<file path="src/rtl/warmboot_pkg.sv">
// Shared types and helpers for the warmboot request controller.
package warmboot_pkg;

  localparam int WB_CNT_W = 8;

  typedef enum logic [1:0] {
    IDLE  = 2'd0,
    SETUP = 2'd1,
    FIRE  = 2'd2,
    DONE  = 2'd3
  } wb_state_t;

  typedef logic [1:0] wb_image_t;

  // An image is selectable when its bit in the mask is set.
  function automatic logic image_allowed(input logic [3:0] mask, input wb_image_t img);
    return mask[img];
  endfunction

endpackage

</file>
<file path="src/rtl/warmboot_ctrl_timer.sv">
// wb_cycle_timer: loadable 8-bit down-counter with a zero flag.
// Load has priority over decrement; the count holds when neither is asserted.
module wb_cycle_timer
  import warmboot_pkg::*;
(
  input  logic                clk,
  input  logic                rst,
  input  logic                load,
  input  logic [WB_CNT_W-1:0] load_val,
  input  logic                dec,
  output logic                zero
);

  logic [WB_CNT_W-1:0] count_q;
  logic [WB_CNT_W-1:0] count_d;

  // Next count: reload, step down, or hold.
  always_comb begin
    count_d = count_q;
    if (load) begin
      count_d = load_val;
    end else if (dec) begin
      count_d = count_q - {{(WB_CNT_W-1){1'b0}}, 1'b1};
    end else begin
      count_d = count_q;
    end
  end

  // Count register, cleared by reset.
  always_ff @(posedge clk or posedge rst) begin
    if (rst) begin
      count_q <= {WB_CNT_W{1'b0}};
    end else begin
      count_q <= count_d;
    end
  end

  assign zero = (count_q == {WB_CNT_W{1'b0}});

endmodule

</file>
<file path="src/rtl/warmboot_ctrl.sv">
// warmboot_ctrl: validates a reboot request, holds S1/S0 stable for a setup
// window, then pulses BOOT for a hold window and parks in DONE until reset.
// Optional macro WARMBOOT_PRIM_EN: when defined, an SB_WARMBOOT primitive is
// instantiated and driven from the registered outputs.
module warmboot_ctrl
  import warmboot_pkg::*;
#(
  parameter int         SETUP_CYCLES = 16,
  parameter int         HOLD_CYCLES  = 16,
  parameter logic [3:0] IMG_MASK     = 4'b1111
) (
  input  logic       clk,
  input  logic       rst,
  input  logic       req_valid,
  input  logic [1:0] req_image,
  output logic       req_ready,
  output logic       busy,
  output logic       err,
  output logic       wb_boot,
  output logic       wb_s1,
  output logic       wb_s0
);

  // Counter reload values: the window ends on the edge where the count is 0.
  localparam logic [WB_CNT_W-1:0] SETUP_LOAD = WB_CNT_W'(SETUP_CYCLES - 1);
  localparam logic [WB_CNT_W-1:0] HOLD_LOAD  = WB_CNT_W'(HOLD_CYCLES - 1);

  wb_state_t           state_q, state_d;
  logic                req_ready_q, req_ready_d;
  logic                busy_q, busy_d;
  logic                err_q, err_d;
  logic                wb_boot_q, wb_boot_d;
  wb_image_t           wb_sel_q, wb_sel_d;

  logic                tmr_load;
  logic [WB_CNT_W-1:0] tmr_load_val;
  logic                tmr_dec;
  logic                tmr_zero;

  wb_cycle_timer u_timer (
    .clk      (clk),
    .rst      (rst),
    .load     (tmr_load),
    .load_val (tmr_load_val),
    .dec      (tmr_dec),
    .zero     (tmr_zero)
  );

  // Next-state and next-output logic for the request FSM.
  always_comb begin
    state_d      = state_q;
    req_ready_d  = req_ready_q;
    busy_d       = busy_q;
    err_d        = 1'b0;
    wb_boot_d    = wb_boot_q;
    wb_sel_d     = wb_sel_q;
    tmr_load     = 1'b0;
    tmr_load_val = {WB_CNT_W{1'b0}};
    tmr_dec      = 1'b0;
    case (state_q)
      IDLE: begin
        if (req_valid) begin
          if (image_allowed(IMG_MASK, req_image)) begin
            wb_sel_d     = req_image;
            tmr_load     = 1'b1;
            tmr_load_val = SETUP_LOAD;
            state_d      = SETUP;
            req_ready_d  = 1'b0;
            busy_d       = 1'b1;
          end else begin
            // Rejected image: flag it, keep the select lines untouched.
            err_d = 1'b1;
          end
        end else begin
          state_d = IDLE;
        end
      end
      SETUP: begin
        if (tmr_zero) begin
          wb_boot_d    = 1'b1;
          tmr_load     = 1'b1;
          tmr_load_val = HOLD_LOAD;
          state_d      = FIRE;
        end else begin
          tmr_dec = 1'b1;
        end
      end
      FIRE: begin
        if (tmr_zero) begin
          wb_boot_d = 1'b0;
          state_d   = DONE;
        end else begin
          tmr_dec = 1'b1;
        end
      end
      DONE: begin
        // Terminal: the device reconfigures or waits here for reset.
        state_d = DONE;
      end
      default: begin
        state_d     = IDLE;
        req_ready_d = 1'b1;
        busy_d      = 1'b0;
        wb_boot_d   = 1'b0;
      end
    endcase
  end

  // FSM state and registered outputs.
  always_ff @(posedge clk or posedge rst) begin
    if (rst) begin
      state_q     <= IDLE;
      req_ready_q <= 1'b1;
      busy_q      <= 1'b0;
      err_q       <= 1'b0;
      wb_boot_q   <= 1'b0;
      wb_sel_q    <= 2'b00;
    end else begin
      state_q     <= state_d;
      req_ready_q <= req_ready_d;
      busy_q      <= busy_d;
      err_q       <= err_d;
      wb_boot_q   <= wb_boot_d;
      wb_sel_q    <= wb_sel_d;
    end
  end

  assign req_ready = req_ready_q;
  assign busy      = busy_q;
  assign err       = err_q;
  assign wb_boot   = wb_boot_q;
  assign wb_s1     = wb_sel_q[1];
  assign wb_s0     = wb_sel_q[0];

`ifdef WARMBOOT_PRIM_EN
  SB_WARMBOOT u_sb_warmboot (
    .BOOT (wb_boot_q),
    .S1   (wb_sel_q[1]),
    .S0   (wb_sel_q[0])
  );
`else
  // No primitive: the ports are the only consumer of the boot controls.
`endif

endmodule

</file>
<file path="config.mk">
export PLATFORM = sky130hd
export DESIGN_NAME = warmboot_ctrl
export DESIGN_NICKNAME = d
export VERILOG_FILES = /design/src/rtl/warmboot_pkg.sv /design/src/rtl/warmboot_ctrl_timer.sv /design/src/rtl/warmboot_ctrl.sv
export SDC_FILE = /design/constraint.sdc
export NUM_CORES = 1
export LEC_CHECK = 0
export CORE_UTILIZATION = 30
export DETAILED_ROUTE_END_ITERATION = 12
export DONT_BUFFER_PORTS = 1
export GPL_TIMING_DRIVEN = 1
export PLACE_DENSITY = 0.48
export SYNTH_ARGS = -nofsm -noshare
export SYNTH_HDL_FRONTEND = slang
export SYNTH_SLANG_ARGS = --single-unit
</file>
<file path="constraint.sdc">
create_clock -name clk -period 4.2 [get_ports clk]
set_clock_uncertainty 0.05 [all_clocks]
set_input_delay 0.63 -clock clk [delete_from_list [all_inputs] [get_ports clk]]
set_output_delay 0.63 -clock clk [all_outputs]
set_load 0.02 [all_outputs]
</file>
==> results_dict.tcl, run 1 <==
set metrics [dict create \
    power.share.clock_pct 17.5 \
    pin_count 11 \
    grt_pass1_vias 487 \
    areal_power_density_over_the_cells_nw_per_um2 537 \
    nets 89 \
    max_freq_mhz 476 \
    dp.final_hpwl_um 1050 \
    worst_hold_slack_ps 233 \
    finalSetupViolations 0 \
    timing.setup.tns_ps 0 \
    postSynthRegisterBits 15 \
    wl_per_cell_um 13.0 \
    number_of_antenna_violations_at_the_first_check_in_global_routing 0 \
    ys_top_cells_by_area "sky130_fd_sc_hd__dfrtp_1 44%, sky130_fd_sc_hd__ha_1 9.4%, sky130_fd_sc_hd__mux2_2 4.2%" \
    wire_length_of_the_first_global_routing_pass_um 2280 \
    total_routing_resource_utilization_after_global_routing_pct 11.8 \
    layout-drive-gt1-share_pct 16.9 \
    synthesis.yosys.warnings 0 \
    synth_cells 74 \
    max-clock-path-buffers 2 \
    yosysTopAreaCellShare_pct 43.8 \
    worst_margin_slew_ps 563 \
    synth_async_sr_flop_share_pct 100 \
    design.die.area_um2 2880 \
    vdd.ir_drop.worst_mv 0.333 \
    placed_cells_incl_taps 103 \
    drtAntennaViolNets 0 \
    worst-endpoint-arrival_ps 2260 \
    worstHoldPathType "in -> async" \
    globalRouteMet3Util_pct 6.21 \
    grt_start_max_net_pins 16 \
    gr-max-usage-layer "met1" \
    seqCellArea_um2 377 \
    globalRoute.totalOverflow 0 \
    run_status "finished clean" \
    cts_tree "done" \
    p_switching_w 0.000170 \
    cts_root_buffer "sky130_fd_sc_hd__clkbuf_4" \
    vias 521 \
    worstSetupEndpointType "register" \
    resized_gates_after_cts 0 \
    cts_inserted_buffers 3 \
    synthesis.nets 85 \
    ctsHtreeMaxLevel 1 \
    floorplan.die.height_um 53.6 \
    gr-usage-met1_pct 16.6 \
    final_cell_count_no_fill 107 \
    required_time_reported_for_the_critical_path_endpoint_ps 4360 \
    post_synth.cell_area_avg_um2 10.8 \
    met2_track_demand_over_resource_pct 14.6 \
    area.growth.synth_to_final_pct 7.04 \
    critical_path.max_fanout 7 \
    netlist_area_um2 800 \
    drt-pass1-iter-count 4 \
    postRouteWirelength_um 1390 \
    detail_route.vias_per_cell 4.87 \
    headroom_to_the_max_slew_limit_pct 62.4 \
    synth-main-ff-cell "sky130_fd_sc_hd__dfrtp_1" \
    portBuffers 0 \
    timing.final.max_slew_violations 0 \
    power.share.sequential_pct 55.7 \
    startpoint_type "register" \
    maxCapViolations 0 \
    n_fill_cell 251 \
    yosysMostFrequentCell "sky130_fd_sc_hd__dfrtp_1" \
    clock-sinks 15 \
    detail_route.iter0.violations 7 \
    rr_worst_depth 6 \
    postCtsHoldBufs 0 \
    timing_hold_violations_final 0 \
    fin_crit_ps 2100 \
    chipWidth_um 53.6 \
    synth_top_cell_by_area "sky130_fd_sc_hd__dfrtp_1" \
    clk-insertion-delay-late_ps 280 \
    fp-row-count 18 \
    floorplan.initialDensity_pct 32.0 \
    power.share.switching_pct 36.9 \
    p_leak_nw 0.386 \
    floorplan.core_area_um2 2500 \
    cts_setup_buffers 0 \
    synth_sequential_area_ratio_pct 47.1 \
    grt_setup_unrepaired "no" \
    drc 0 \
    synthDistinctLibCells 32 \
    power.internal_w 0.000290 \
    synth_enable_flop_cells 0 \
    place.gp.congestion 0.750 \
    yosys-top-cells-count "14 x sky130_fd_sc_hd__dfrtp_1, 6 x sky130_fd_sc_hd__a21oi_1, 6 x sky130_fd_sc_hd__ha_1, 5 x sky130_fd_sc_hd__inv_1, 5 x sky130_fd_sc_hd__nand2_1" \
    share_comb_of_total_power_pct 26.8 \
    clk_pin_slew_ps 80 \
    setup.worst_path.class "reg -> reg" \
    antenna-diode-count 0 \
    multi_input_comb_area_um2 397 \
    timing.final.crit_share_pct 50.0 \
]
-- cell usage in the layout, fill, tap and decap left out, types with 2 or more instances in the layout --
master / Yosys / final
sky130_fd_sc_hd__a21oi_1: 6 / 6
sky130_fd_sc_hd__mux2_2: 3 / 3
sky130_fd_sc_hd__o21ai_0: 4 / 4
sky130_fd_sc_hd__nand2b_1: 2 / 2
sky130_fd_sc_hd__ha_1: 6 / 6
sky130_fd_sc_hd__dfrtp_1: 14 / 14
sky130_fd_sc_hd__xnor2_1: 2 / 2
sky130_fd_sc_hd__clkbuf_4: 0 / 3
sky130_fd_sc_hd__and3_2: 2 / 2
sky130_fd_sc_hd__inv_1: 5 / 5
sky130_fd_sc_hd__nor2_1: 4 / 4
sky130_fd_sc_hd__nand2_1: 5 / 5
-- area by class of cell --
type	instances	share of cell area [%]
flip-flops and latches	15	44.0
inverters	5	2.19
clock buffers	4	3.07
multi-input cells	53	46.3
well taps	30	4.39
-- cells by family after synthesis --
family / Yosys count / share of synthesized area, %
AO/OA/AOI/OAI: 15 / 10.6
XOR/XNOR: 3 / 3.29
adder cells (fa/ha/maj): 6 / 9.39
buffers and inverters: 6 / 3.29
flip-flops: 15 / 47.1
multiplexers: 4 / 5.48
other: 1 / 0.469
AND/OR/NAND/NOR: 24 / 20.3
-- metal layers --
layer,routed length [um],vias up
met5,0,-
met4,7,0
li1,-,261
met3,55,2
met1,731,253
met2,598,5
-- worst max-delay path, stage by stage (launching register included) --
cell	delay, ps
sky130_fd_sc_hd__dfrtp_1	400
sky130_fd_sc_hd__inv_1	70
sky130_fd_sc_hd__ha_1	370
sky130_fd_sc_hd__or4b_1	490
sky130_fd_sc_hd__a21o_1	210
sky130_fd_sc_hd__or3_1	310
sky130_fd_sc_hd__a21oi_1	140
-- power by group through the flow --
stage          clock [W]  sequential [W]  combinational (W)
2_1_floorplan          0        0.000247           0.000105
3_3_place_gp           0        0.000258           0.000123
3_5_place_dp           0        0.000258           0.000125
4_1_cts        0.0000876        0.000255           0.000126
5_1_grt        0.0000935        0.000262           0.000143
6_report       0.0000805        0.000256           0.000123
-- metrics by stage --
stage	setup slack, ps	total power (W)	utilization (%)	cell area, um2
floorplan	2250	0.000352	-	800
global placement	2160	0.000382	33.2	830
detailed placement	2110	0.000383	33.2	830
CTS	2080	0.000469	34.2	856
global route	1980	0.000498	34.2	856
finish	2100	0.000460	34.2	856
-- sequential cells by signal, indices dropped and copies added, names as in the netlist --
register and cells:
wb_sel_q 2, u_timer.count_q 8, busy 1, state_q 2, wb_boot 1, req_ready 1
-- path summary, 6_finish.rpt --
kind / slack, ps / to / start
min in group clk: 450 / wb_sel_q[0] / req_image[0]
hold / removal: 230 / u_timer.count_q[4] / rst
setup / recovery: 2100 / u_timer.count_q[5] / state_q[0]
hold reg to reg: 500 / req_ready / req_ready
setup reg to reg: 2100 / u_timer.count_q[5] / state_q[0]
max in group asynchronous: 3500 / req_ready / rst
Power figures use the tool's default switching activity.
==> run 2: changes to the inputs <==
--- a/config.mk
+++ b/config.mk
@@ -9,7 +9,7 @@
 export DETAILED_ROUTE_END_ITERATION = 12
 export DONT_BUFFER_PORTS = 1
 export GPL_TIMING_DRIVEN = 1
-export PLACE_DENSITY = 0.48
+export PLACE_DENSITY = 0.49
 export SYNTH_ARGS = -nofsm -noshare
 export SYNTH_HDL_FRONTEND = slang
 export SYNTH_SLANG_ARGS = --single-unit
==> constraint.sdc (replaced) <==
create_clock -name clk -period 1.81 [get_ports clk]
set_clock_uncertainty 0.05 [all_clocks]
set_input_delay 0.2715 -clock clk [delete_from_list [all_inputs] [get_ports clk]]
set_output_delay 0.2715 -clock clk [all_outputs]
set_load 0.02 [all_outputs]
==> run 2 against run 1 <==
  * The flow now finishes with violations (negative setup slack)
  * Hold slack got worse by 150 ps
  * Critical path depth unchanged
  * Sequential share of layout area decreased by 7.7 points
  * Wire length increased by 23%
  * Die area unchanged
  * Fmax increased by 11%
  * Cell count increased by 18%
  * Non-clock buffer count increased by 19
  * Flip-flop and latch count unchanged
  * Total power increased to 2.7 times the previous value
  * Via count increased by 17%
  * Critical endpoint unchanged
==> results_dict.tcl, run 2 (synthesis gave the netlist of run 1 again) <==
set metrics [dict create \
    layout_common_cells "18 x sky130_fd_sc_hd__buf_4, 14 x sky130_fd_sc_hd__dfrtp_1, 5 x sky130_fd_sc_hd__a21oi_1, 5 x sky130_fd_sc_hd__ha_1" \
    areal_power_density_over_the_cells_nw_per_um2 1220 \
    hold_end "wb_sel_q[0]" \
    critical_path.max_fanout 3 \
    ctsHtreeMaxLevel 1 \
    floorplan.die.height_um 53.6 \
    timing.hold.worst_path_depth 1 \
    design.die.area_um2 2880 \
    postRouteWirelength_um 1710 \
    drt-pass1-iter-count 2 \
    finalSetupViolations 1 \
    grt_pass1_vias 612 \
    nets 108 \
    worstSetupEndpointType "register" \
    place.gp.congestion 0.738 \
    timing.final.max_slew_violations 0 \
    worstHoldPathType "in -> reg" \
    setup.worst_path.class "reg -> reg" \
    timing_hold_violations_final 0 \
    required_time_reported_for_the_critical_path_endpoint_ps 1980 \
    wire_length_of_the_first_global_routing_pass_um 2770 \
    pin_count 11 \
    n_fill_cell 240 \
    cts_inserted_buffers 3 \
    cts_root_buffer "sky130_fd_sc_hd__clkbuf_4" \
    drtAntennaViolNets 0 \
    max-clock-path-buffers 2 \
    cts_tree "done" \
    worst_hold_startpoint "req_image[0]" \
    grt_setup_unrepaired "yes" \
    run_status "complete, but fails checks" \
    fin_crit_ps 1900 \
    timing.critical_path.slowest_stage_cell "sky130_fd_sc_hd__or4b_4" \
    max_freq_mhz 527 \
    biggest_registers_after_layout "u_timer.count_q: 8 flops, state_q: 2 flops, wb_sel_q: 2 flops" \
    worst-endpoint-arrival_ps 2060 \
    startpoint_type "register" \
    rr_worst_depth 6 \
    detail_route.iter0.violations 12 \
    vias 612 \
    reg2reg_slack_ps -90 \
    post-place-ws_ps -56.4 \
    final_cell_count_no_fill 126 \
    chipWidth_um 53.6 \
    drc 0 \
    violated_checks "negative setup slack" \
    number_of_antenna_violations_at_the_first_check_in_global_routing 0 \
    total_routing_resource_utilization_after_global_routing_pct 14.1 \
    fp-row-count 18 \
    vdd.ir_drop.worst_mv 0.741 \
    finalWorstSetupSlack_ps -86.7 \
    dp.final_hpwl_um 1190 \
    detail_route.vias_per_cell 4.86 \
    seqCellArea_um2 377 \
    placed_cells_incl_taps 115 \
    crit-reg2reg-capture "u_timer.count_q[5]" \
    layout_commonest_cell "sky130_fd_sc_hd__buf_4" \
    layout-drive-gt1-share_pct 39.6 \
    timing.final.crit_share_pct 105 \
    antenna-diode-count 0 \
    crit_chain "inv_2 -> ha_4 -> or4b_4 -> a21o_1 -> or3_1 -> a21oi_1" \
    clk-insertion-delay-late_ps 280 \
    portBuffers 0 \
    worst_margin_slew_ps 578 \
    globalRoute.totalOverflow 0 \
    clock-sinks 15 \
    grt_start_max_net_pins 16 \
    crit_path_max_incr_delay_ps 450 \
    headroom_to_the_max_slew_limit_pct 61.4 \
    wl_per_cell_um 13.6 \
    timing.rr.start "state_q[0]" \
    largest_register_ffs 8 \
    top_register "u_timer.count_q" \
    floorplan.initialDensity_pct 32.0 \
    floorplan.core_area_um2 2500 \
    p_leak_nw 0.474 \
    area.growth.synth_to_final_pct 29.6 \
    clk_pin_slew_ps 90 \
    multi_input_comb_area_um2 432 \
    maxCapViolations 0 \
]
-- run 2: area by class of cell --
| type | count | area share (%) |
|---|---|---|
| clock buffer | 4 | 2.54 |
| multi-input combinational | 53 | 41.7 |
| tap | 30 | 3.62 |
| inverter | 5 | 1.81 |
| timing repair buffer | 19 | 14.0 |
| sequential | 15 | 36.4 |
-- run 2: power breakdown --
group / total (W) / internal [W] / switching, W
clock: 0.000197 / 0.0000856 / 0.000112
sequential: 0.000597 / 0.000442 / 0.000155
combinational: 0.000467 / 0.000267 / 0.000201
total: 0.00126 / 0.000795 / 0.000468
-- run 2: worst max-delay path, delay by kind of cell, from the launching register on --
| family | cells | cell delay (ps) |
|---|---|---|
| compound gates | 2 | 310 |
| fa+ha+maj | 1 | 260 |
| buf+inv | 1 | 60 |
| simple gates | 2 | 760 |
| flops | 1 | 380 |
-- run 2: per-layer routing --
metal,wire length [um],vias to the layer above,global-route usage [%]
met3,60,2,6.50
met1,795,307,18.4
li1,-,298,-
met2,842,5,20.6
met4,12,0,3.95
met5,0,-,0
-- run 2: how the worst max path moves through the flow --
stage / startpoint / to / slack (ps) / cells after the start
floorplan: state_q[0] / u_timer.count_q[5] / -70 / 6
global placement: state_q[0] / u_timer.count_q[5] / -20 / 6
detailed placement: state_q[0] / u_timer.count_q[5] / -60 / 6
CTS: state_q[1] / u_timer.count_q[5] / -90 / 6
global route: state_q[0] / u_timer.count_q[5] / -140 / 6
finish: state_q[0] / u_timer.count_q[5] / -90 / 6
-- run 2: stage by stage --
stage / total power [W] / utilization (%) / cell area [um2] / TNS, ps / hold WS [ps]
after CTS: 0.00121 / 39.9 / 997 / -91.8 / 74.0
after floorplan: 0.000831 / - / 816 / -69.2 / 122
after global placement: 0.000969 / 37.4 / 936 / -21.6 / 206
after detailed placement: 0.000979 / 37.4 / 936 / -56.4 / 202
after global routing: 0.00136 / 41.4 / 1040 / -377 / 65.5
final: 0.00126 / 41.4 / 1040 / -86.7 / 85.2
-- run 2: timing repair --
action | CTS | global route
buffers inserted | 2 | 4
gates resized for setup | 2 | 4
hold buffers | 1 | 0
pin swaps | 3 | 4
setup endpoints to repair | 4 | 9
hold endpoints to repair | 14 | 0
